## src/rtl/execute_unit_if.sv

```systemverilog
// Handshake/bus bundle between the register-file read stage and execute_unit.
// The master drives the op and operands; the slave returns the write-back triple and flags.
interface execute_unit_if #(
  parameter int unsigned WIDTH      = 24,
  parameter int unsigned REG_ADDR_W = 2
);
  logic                  in_valid;
  logic                  in_ready;
  logic [3:0]            alu_op;
  logic [WIDTH-1:0]      operand_a;
  logic [WIDTH-1:0]      operand_b;
  logic [REG_ADDR_W-1:0] dest_reg;
  logic                  wb_en;
  logic                  out_valid;
  logic [WIDTH-1:0]      write_data;
  logic [REG_ADDR_W-1:0] write_reg;
  logic                  reg_write;
  logic                  zero;
  logic                  illegal_op;

  modport master (
    output in_valid, alu_op, operand_a, operand_b, dest_reg, wb_en,
    input  in_ready, out_valid, write_data, write_reg, reg_write, zero, illegal_op
  );

  modport slave (
    input  in_valid, alu_op, operand_a, operand_b, dest_reg, wb_en,
    output in_ready, out_valid, write_data, write_reg, reg_write, zero, illegal_op
  );
endinterface

```

## src/rtl/execute_unit.sv

```systemverilog
// Execute stage: single-cycle ALU ops plus iterative shift-add MUL and restoring DIVU/REMU.
// Define ALU_DIV_EN to build the divider; otherwise opcodes C/D are reserved.
module execute_unit #(
  parameter int unsigned WIDTH      = 24,
  parameter int unsigned REG_ADDR_W = 2
) (
  input logic          clock,
  input logic          reset,
  execute_unit_if.slave bus
);
  localparam int unsigned CNT_W   = $clog2(WIDTH);
  localparam int unsigned SHAMT_W = 5;

  localparam logic [3:0] OP_ADD  = 4'h0;
  localparam logic [3:0] OP_SUB  = 4'h1;
  localparam logic [3:0] OP_AND  = 4'h2;
  localparam logic [3:0] OP_OR   = 4'h3;
  localparam logic [3:0] OP_XOR  = 4'h4;
  localparam logic [3:0] OP_NOR  = 4'h5;
  localparam logic [3:0] OP_SLT  = 4'h6;
  localparam logic [3:0] OP_SLTU = 4'h7;
  localparam logic [3:0] OP_SLL  = 4'h8;
  localparam logic [3:0] OP_SRL  = 4'h9;
  localparam logic [3:0] OP_SRA  = 4'hA;
  localparam logic [3:0] OP_MUL  = 4'hB;
  localparam logic [3:0] OP_DIVU = 4'hC;
  localparam logic [3:0] OP_REMU = 4'hD;

  typedef enum logic {IDLE, RUN} state_e;

  state_e                state_q, state_d;
  logic [CNT_W-1:0]      count_q, count_d;
  logic [REG_ADDR_W-1:0] dest_q, dest_d;
  logic                  wb_q, wb_d;
  logic [WIDTH-1:0]      acc_q, acc_d;
  logic [WIDTH-1:0]      mcand_q, mcand_d;
  logic [WIDTH-1:0]      mplier_q, mplier_d;
  logic [WIDTH-1:0]      write_data_q, write_data_d;
  logic [REG_ADDR_W-1:0] write_reg_q, write_reg_d;
  logic                  out_valid_q, out_valid_d;
  logic                  reg_write_q, reg_write_d;
  logic                  zero_q, zero_d;
  logic                  illegal_q, illegal_d;
`ifdef ALU_DIV_EN
  logic                  div_q, div_d;
  logic                  rem_sel_q, rem_sel_d;
  logic [WIDTH-1:0]      rem_q, rem_d;
  logic [WIDTH-1:0]      quo_q, quo_d;
  logic [WIDTH-1:0]      divisor_q, divisor_d;
  logic [WIDTH:0]        div_r_c, div_diff_c;
  logic                  div_ge_c;
`endif

  logic [SHAMT_W-1:0]    shamt_c;
  logic                  shift_big_c;
  logic [WIDTH-1:0]      alu_res_c;
  logic                  alu_ill_c;
  logic                  is_multi_c;
  logic [WIDTH-1:0]      mul_acc_c;
  logic                  fin_c;
  logic [WIDTH-1:0]      fin_data_c;
  logic                  fin_ill_c;
  logic [REG_ADDR_W-1:0] fin_dest_c;
  logic                  fin_wb_c;

  // Single-cycle result and op classification straight from the inputs
  always_comb begin
    shamt_c     = bus.operand_b[SHAMT_W-1:0];
    shift_big_c = (32'(shamt_c) >= WIDTH);
    alu_res_c   = '0;
    alu_ill_c   = 1'b0;
    is_multi_c  = (bus.alu_op == OP_MUL);
    case (bus.alu_op)
      OP_ADD:  alu_res_c = bus.operand_a + bus.operand_b;
      OP_SUB:  alu_res_c = bus.operand_a - bus.operand_b;
      OP_AND:  alu_res_c = bus.operand_a & bus.operand_b;
      OP_OR:   alu_res_c = bus.operand_a | bus.operand_b;
      OP_XOR:  alu_res_c = bus.operand_a ^ bus.operand_b;
      OP_NOR:  alu_res_c = ~(bus.operand_a | bus.operand_b);
      OP_SLT:  alu_res_c = WIDTH'($signed(bus.operand_a) < $signed(bus.operand_b));
      OP_SLTU: alu_res_c = WIDTH'(bus.operand_a < bus.operand_b);
      OP_SLL:  alu_res_c = shift_big_c ? '0 : (bus.operand_a << shamt_c);
      OP_SRL:  alu_res_c = shift_big_c ? '0 : (bus.operand_a >> shamt_c);
      OP_SRA:  alu_res_c = shift_big_c ? {WIDTH{bus.operand_a[WIDTH-1]}}
                                       : WIDTH'($signed(bus.operand_a) >>> shamt_c);
      OP_MUL:  alu_res_c = '0;
`ifdef ALU_DIV_EN
      OP_DIVU, OP_REMU: begin
        alu_res_c  = '0;
        is_multi_c = 1'b1;
      end
`endif
      default: alu_ill_c = 1'b1;
    endcase
  end

  // Next-state, iteration datapath and registered-output values
  always_comb begin
    state_d      = state_q;
    count_d      = count_q;
    dest_d       = dest_q;
    wb_d         = wb_q;
    acc_d        = acc_q;
    mcand_d      = mcand_q;
    mplier_d     = mplier_q;
    write_data_d = write_data_q;
    write_reg_d  = write_reg_q;
    out_valid_d  = 1'b0;
    reg_write_d  = 1'b0;
    zero_d       = 1'b0;
    illegal_d    = 1'b0;
    fin_c        = 1'b0;
    fin_data_c   = '0;
    fin_ill_c    = 1'b0;
    fin_dest_c   = dest_q;
    fin_wb_c     = wb_q;
    mul_acc_c    = acc_q + (mplier_q[0] ? mcand_q : '0);
`ifdef ALU_DIV_EN
    div_d        = div_q;
    rem_sel_d    = rem_sel_q;
    rem_d        = rem_q;
    quo_d        = quo_q;
    divisor_d    = divisor_q;
    // Borrow out of the trial subtraction decides the quotient bit
    div_r_c      = {rem_q, quo_q[WIDTH-1]};
    div_diff_c   = div_r_c - {1'b0, divisor_q};
    div_ge_c     = ~div_diff_c[WIDTH];
`endif
    case (state_q)
      IDLE: begin
        if (bus.in_valid) begin
          if (is_multi_c) begin
            state_d  = RUN;
            count_d  = CNT_W'(WIDTH - 1);
            dest_d   = bus.dest_reg;
            wb_d     = bus.wb_en;
            acc_d    = '0;
            mcand_d  = bus.operand_a;
            mplier_d = bus.operand_b;
`ifdef ALU_DIV_EN
            div_d     = (bus.alu_op != OP_MUL);
            rem_sel_d = (bus.alu_op == OP_REMU);
            rem_d     = '0;
            quo_d     = bus.operand_a;
            divisor_d = bus.operand_b;
`endif
          end else begin
            fin_c      = 1'b1;
            fin_data_c = alu_res_c;
            fin_ill_c  = alu_ill_c;
            fin_dest_c = bus.dest_reg;
            fin_wb_c   = bus.wb_en;
          end
        end
      end
      RUN: begin
        acc_d    = mul_acc_c;
        mcand_d  = mcand_q << 1;
        mplier_d = mplier_q >> 1;
`ifdef ALU_DIV_EN
        rem_d    = div_ge_c ? div_diff_c[WIDTH-1:0] : div_r_c[WIDTH-1:0];
        quo_d    = {quo_q[WIDTH-2:0], div_ge_c};
`endif
        if (count_q == '0) begin
          state_d    = IDLE;
          fin_c      = 1'b1;
          fin_data_c = mul_acc_c;
`ifdef ALU_DIV_EN
          if (div_q) fin_data_c = rem_sel_q ? rem_d : quo_d;
`endif
        end else begin
          count_d = count_q - CNT_W'(1);
        end
      end
      default: state_d = IDLE;
    endcase
    if (fin_c) begin
      out_valid_d  = 1'b1;
      write_data_d = fin_data_c;
      write_reg_d  = fin_dest_c;
      illegal_d    = fin_ill_c;
      zero_d       = (fin_data_c == '0);
      reg_write_d  = fin_wb_c && (fin_dest_c != '0) && !fin_ill_c;
    end
  end

  always_ff @(posedge clock) begin
    if (reset) begin
      state_q      <= IDLE;
      count_q      <= '0;
      dest_q       <= '0;
      wb_q         <= 1'b0;
      acc_q        <= '0;
      mcand_q      <= '0;
      mplier_q     <= '0;
      write_data_q <= '0;
      write_reg_q  <= '0;
      out_valid_q  <= 1'b0;
      reg_write_q  <= 1'b0;
      zero_q       <= 1'b0;
      illegal_q    <= 1'b0;
`ifdef ALU_DIV_EN
      div_q        <= 1'b0;
      rem_sel_q    <= 1'b0;
      rem_q        <= '0;
      quo_q        <= '0;
      divisor_q    <= '0;
`endif
    end else begin
      state_q      <= state_d;
      count_q      <= count_d;
      dest_q       <= dest_d;
      wb_q         <= wb_d;
      acc_q        <= acc_d;
      mcand_q      <= mcand_d;
      mplier_q     <= mplier_d;
      write_data_q <= write_data_d;
      write_reg_q  <= write_reg_d;
      out_valid_q  <= out_valid_d;
      reg_write_q  <= reg_write_d;
      zero_q       <= zero_d;
      illegal_q    <= illegal_d;
`ifdef ALU_DIV_EN
      div_q        <= div_d;
      rem_sel_q    <= rem_sel_d;
      rem_q        <= rem_d;
      quo_q        <= quo_d;
      divisor_q    <= divisor_d;
`endif
    end
  end

  assign bus.in_ready   = (state_q == IDLE);
  assign bus.out_valid  = out_valid_q;
  assign bus.write_data = write_data_q;
  assign bus.write_reg  = write_reg_q;
  assign bus.reg_write  = reg_write_q;
  assign bus.zero       = zero_q;
  assign bus.illegal_op = illegal_q;
endmodule

```

## src/flat_wrapper.sv

```systemverilog
// flat-port wrapper written by rule: the top's interface ports become plain ports
module execute_unit_flat 
#(
  parameter int unsigned WIDTH      = 24,
  parameter int unsigned REG_ADDR_W = 2
)
  (clock, reset, bus_in_valid, bus_alu_op, bus_operand_a, bus_operand_b, bus_dest_reg, bus_wb_en, bus_in_ready, bus_out_valid, bus_write_data, bus_write_reg, bus_reg_write, bus_zero, bus_illegal_op);
  execute_unit_if #(.WIDTH(WIDTH), .REG_ADDR_W(REG_ADDR_W)) bus_i ();
  input logic clock;
  input logic reset;
  input wire logic [$bits(bus_i.in_valid)-1:0] bus_in_valid;
  input wire logic [$bits(bus_i.alu_op)-1:0] bus_alu_op;
  input wire logic [$bits(bus_i.operand_a)-1:0] bus_operand_a;
  input wire logic [$bits(bus_i.operand_b)-1:0] bus_operand_b;
  input wire logic [$bits(bus_i.dest_reg)-1:0] bus_dest_reg;
  input wire logic [$bits(bus_i.wb_en)-1:0] bus_wb_en;
  output wire logic [$bits(bus_i.in_ready)-1:0] bus_in_ready;
  output wire logic [$bits(bus_i.out_valid)-1:0] bus_out_valid;
  output wire logic [$bits(bus_i.write_data)-1:0] bus_write_data;
  output wire logic [$bits(bus_i.write_reg)-1:0] bus_write_reg;
  output wire logic [$bits(bus_i.reg_write)-1:0] bus_reg_write;
  output wire logic [$bits(bus_i.zero)-1:0] bus_zero;
  output wire logic [$bits(bus_i.illegal_op)-1:0] bus_illegal_op;
  assign bus_i.in_valid = bus_in_valid;
  assign bus_i.alu_op = bus_alu_op;
  assign bus_i.operand_a = bus_operand_a;
  assign bus_i.operand_b = bus_operand_b;
  assign bus_i.dest_reg = bus_dest_reg;
  assign bus_i.wb_en = bus_wb_en;
  assign bus_in_ready = bus_i.in_ready;
  assign bus_out_valid = bus_i.out_valid;
  assign bus_write_data = bus_i.write_data;
  assign bus_write_reg = bus_i.write_reg;
  assign bus_reg_write = bus_i.reg_write;
  assign bus_zero = bus_i.zero;
  assign bus_illegal_op = bus_i.illegal_op;
  execute_unit #(.WIDTH(WIDTH), .REG_ADDR_W(REG_ADDR_W)) u_core (.clock(clock), .reset(reset), .bus(bus_i));
endmodule
```

## config.mk

```make
export PLATFORM = sky130hd
export DESIGN_NAME = execute_unit_flat
export DESIGN_NICKNAME = d
export VERILOG_FILES = /design/src/rtl/execute_unit_if.sv /design/src/rtl/execute_unit.sv /design/src/flat_wrapper.sv
export SDC_FILE = /design/constraint.sdc
export NUM_CORES = 1
export LEC_CHECK = 0
export CORE_ASPECT_RATIO = 0.75
export CORE_MARGIN = 5
export CORE_UTILIZATION = 40
export CTS_CLUSTER_SIZE = 12
export DETAILED_ROUTE_END_ITERATION = 7
export PLACE_DENSITY_LB_ADDON = 0.12
export SLEW_MARGIN = 20
export SYNTH_ARGS = -nofsm -noshare
export SYNTH_HDL_FRONTEND = slang
export SYNTH_SLANG_ARGS = --single-unit
```

## constraint.sdc

```tcl
create_clock -name clock -period 7.6 [get_ports clock]
set_input_delay 1.14 -clock clock [delete_from_list [all_inputs] [get_ports clock]]
set_output_delay 1.14 -clock clock [all_outputs]
set_load 0.01 [all_outputs]
```

==> flow_metrics.env <==
export IMPL_cts_tree="yes"
export IMPL_ys_seq_area_share_pct=17.2
export IMPL_finalClockSkew_ns=0.00719
export IMPL_timing_rr_end="u_core.bus.zero$_SDFF_PP0_"
export IMPL_synth_cell_area_um2=12900
export IMPL_core_um2=32100
export IMPL_drtIter0Drc=1831
export IMPL_die_w_um=217
export IMPL_synth_nets=1844
export IMPL_min_delay_path_depth=2
export IMPL_path_cells="clkdlybuf4s50_1 > inv_1 > ha_1 > nor2b_1 > a2111oi_0 > a21oi_1 > o31ai_1 > nand2_1 > a21oi_1 > nor3_1 > a211oi_1 > nand4_1 > or4_1 > nor2_1"
export IMPL_dr_total_vias=14300
export IMPL_synth_top_cell_area_share_pct=17.2
export IMPL_ys_ff_latch=111
export IMPL_num_rows=57
export IMPL_hp_start="u_core.bus.write_data[17]$_SDFFE_PP0P_"
export IMPL_fin_crit_ns=5.92
export IMPL_yosys_top_cells_area="dfxtp_1 17%, ha_1 9.4%, a21oi_1 5.2%, mux4_2 4.7%, nor2_1 4.5%"
export IMPL_vias_per_cell=6.74
export IMPL_drcViolationCount=0
export IMPL_hold_buffers=0
export IMPL_total_power_mw=1.85
export IMPL_final_common_cell="nor2_1"
export IMPL_io_buffer_count=88
export IMPL_final_cell_mix="154 x nor2_1, 133 x a21oi_1, 130 x nand2_1, 110 x dfxtp_1, 97 x ha_1"
export IMPL_syn2layout_area_growth_pct=11.7
export IMPL_crit_buf_inv=2
export IMPL_max_slew_margin_rel_pct=23.8
export IMPL_setup_tns_ns=0
export IMPL_cts_resized=0
export IMPL_post_cts_buffers=0
export IMPL_multiInputGateArea_um2=9740
export IMPL_maxCapViolCount=0
export IMPL_hold_path_class="register to register"
export IMPL_reg2reg_setup_slack_ns=3.05
export IMPL_fill_cells=3350
export IMPL_finalHoldViolCount=0
export IMPL_synth_top_cell_by_area="dfxtp_1"
export IMPL_clk_pin_slew_ns=0.08
export IMPL_regArea_um2=2220
export IMPL_ff2ff_path_depth=12
export IMPL_cts_buffer_depth=2
export IMPL_grt_antenna_before_repair=0
export IMPL_antenna_cells=0
export IMPL_clk_insertion_delay_late_ns=0.38
export IMPL_grt_usage_pct=32.7
export IMPL_fp_dieH_um=166
export IMPL_overflow=0
export IMPL_grt_pass1_vias=13000
export IMPL_place_gp_congestion=1.09
export IMPL_yosys_warnings=0
export IMPL_min_to="u_core.bus.write_data[17]$_SDFFE_PP0P_"
export IMPL_worst_pin_slew_ns=1.14
export IMPL_die_area_um2=36000
export IMPL_drv_slew=0
export IMPL_rsz0062_at_grt="false"
export IMPL_finalCritPeriodShare_pct=77.9
export IMPL_synthFlopType="dfxtp_1"
export IMPL_syn_area_per_cell_um2=7.65
export IMPL_io_pins=89
export IMPL_ir_drop_uv=85.9
export IMPL_num_nets_final=1857
export IMPL_firstDrtPassIters=6
export IMPL_endpoint_kind="register"
export IMPL_syn_instance_count=1686
export IMPL_grt_pass1_wl_um=88500
export IMPL_ant_nets=0
export IMPL_r2r_start="u_core.count_q[0]$_SDFFE_PP0P_"
export IMPL_crit_family="compound AO/OA/AOI/OAI gates"
export IMPL_setup_viol=0
export IMPL_start_util_pct=40.2
export IMPL_crit_required_ns=7.92
export IMPL_final_core_utilization_pct=44.9
export IMPL_critical_path_class="primary input to register"
export IMPL_cts_root_buf="clkbuf_16"
export IMPL_grt_max_degree=66
export IMPL_cts_buffers=9
export IMPL_synth_cell_types=91
export IMPL_hold_slack_ns=0.460
export IMPL_power_density_nw_per_um2=128
export IMPL_outcome="complete, no violations"
export IMPL_wl_per_cell_um=28.7
export IMPL_worstPathArrival_ns=6.24
export IMPL_synthArstFlopShare_pct=0
export IMPL_htree_levels=3
export IMPL_critPathMaxStageDelay_ns=0.73
export IMPL_cp_start_kind="primary input"
export IMPL_crit_slowest_cell="o31ai_1"
export IMPL_cpMostUsedCell="a21oi_1"
export IMPL_cts_sinks=111
export IMPL_p_leak_nw=5.66
export IMPL_critPathMaxFanout=11
export IMPL_routed_wl_um=60700
export IMPL_max_clock_freq_mhz=169
export IMPL_dp_hpwl_um=46800
export IMPL_synth_edf_count=0
export IMPL_layout_drive_gt1_share_pct=10.7
## worst reg2reg max path: stages (launching register included)
cell,delay [ns]
dfxtp_1,0.34
inv_1,0.06
ha_1,0.17
nor4b_2,0.92
nand2_1,0.66
a211o_1,0.50
a21oi_1,0.16
nand4_1,0.11
or4b_1,0.52
nor4_1,0.28
nand4_1,0.16
or4_1,0.53
nor2_1,0.10
## how the worst max path moves through the flow
| stage | to | start | slack, ns | depth (start not counted) |
|---|---|---|---|---|
| 5_1_grt | u_core.bus.zero$_SDFF_PP0_ | bus_operand_a[7] | 1.33 | 14 |
| 3_5_place_dp | u_core.bus.zero$_SDFF_PP0_ | bus_operand_a[0] | 1.46 | 16 |
| 6_report | u_core.bus.zero$_SDFF_PP0_ | bus_operand_a[7] | 1.68 | 14 |
| 2_1_floorplan | u_core.bus.zero$_SDFF_PP0_ | bus_operand_b[0] | 2.51 | 19 |
| 4_1_cts | u_core.bus.zero$_SDFF_PP0_ | bus_operand_a[0] | 1.85 | 16 |
| 3_3_place_gp | u_core.bus.zero$_SDFF_PP0_ | bus_operand_a[0] | 1.51 | 16 |
## kinds of logic (layout without fill, tap and decap cells)
family | after synthesis | after routing | share of synthesized area (%)
AOI/OAI and AO/OA | 556 | 556 | 30.7
and+or+nand+nor | 548 | 548 | 21.2
buffers and inverters | 232 | 249 | 7.66
DFF | 111 | 111 | 17.2
adders and majority gates | 100 | 100 | 9.87
muxes | 99 | 99 | 10.6
xor gates and xnor gates | 40 | 40 | 2.72
## stage by stage
step	cell area [um2]	std cells	worst slack (ns)
floorplan	12900	1686	2.51
global placement	14100	2101	1.51
detailed placement	14100	2101	1.46
CTS	14400	2116	1.85
global route	14400	2116	1.33
finish	14400	2116	1.68
## final cells by class
class                   count  share of cell area, %
clock buffers              10                   1.66
clock inverters             5                  0.460
inverters                  88                   2.29
multi-input cells        1343                   67.6
flip-flops and latches    111                   15.4
well taps                 413                   3.59
repair buffers            146                   8.99
## synth_stat cells, types with 15 or more instances
| master | count |
|---|---|
| or3_1 | 16 |
| nor4_1 | 15 |
| a21oi_1 | 134 |
| nand3_1 | 44 |
| mux2_2 | 18 |
| and2_1 | 33 |
| nor3_1 | 34 |
| clkbuf_1 | 99 |
| mux4_2 | 27 |
| xnor2_1 | 26 |
| a22oi_1 | 40 |
| nand2b_1 | 25 |
| a222oi_1 | 25 |
| buf_2 | 21 |
| o211ai_1 | 26 |
| o221ai_1 | 18 |
| mux2i_1 | 48 |
| a21o_1 | 18 |
| a211oi_1 | 32 |
| nor2b_1 | 19 |
| o22ai_1 | 20 |
| ha_1 | 97 |
| inv_1 | 84 |
| o21ai_0 | 54 |
| dfxtp_1 | 111 |
| nand2_1 | 130 |
| a31oi_1 | 20 |
| nor2_1 | 155 |
## report_power, final
part | leakage, nW | internal, mW | switching [mW]
Clock | 0.147 | 0.268 | 0.251
Sequential | 0.899 | 0.597 | 0.0102
Combinational | 4.61 | 0.259 | 0.461
Total | 5.66 | 1.12 | 0.722
## metal layers
layer / share of wire [%] / GRT usage, %
met5: 0 / 0
met4: 2.5 / 7.29
met3: 12 / 10.8
met2: 40 / 46.6
met1: 46 / 47.9
No activity file was read; power rests on OpenSTA's default activity.
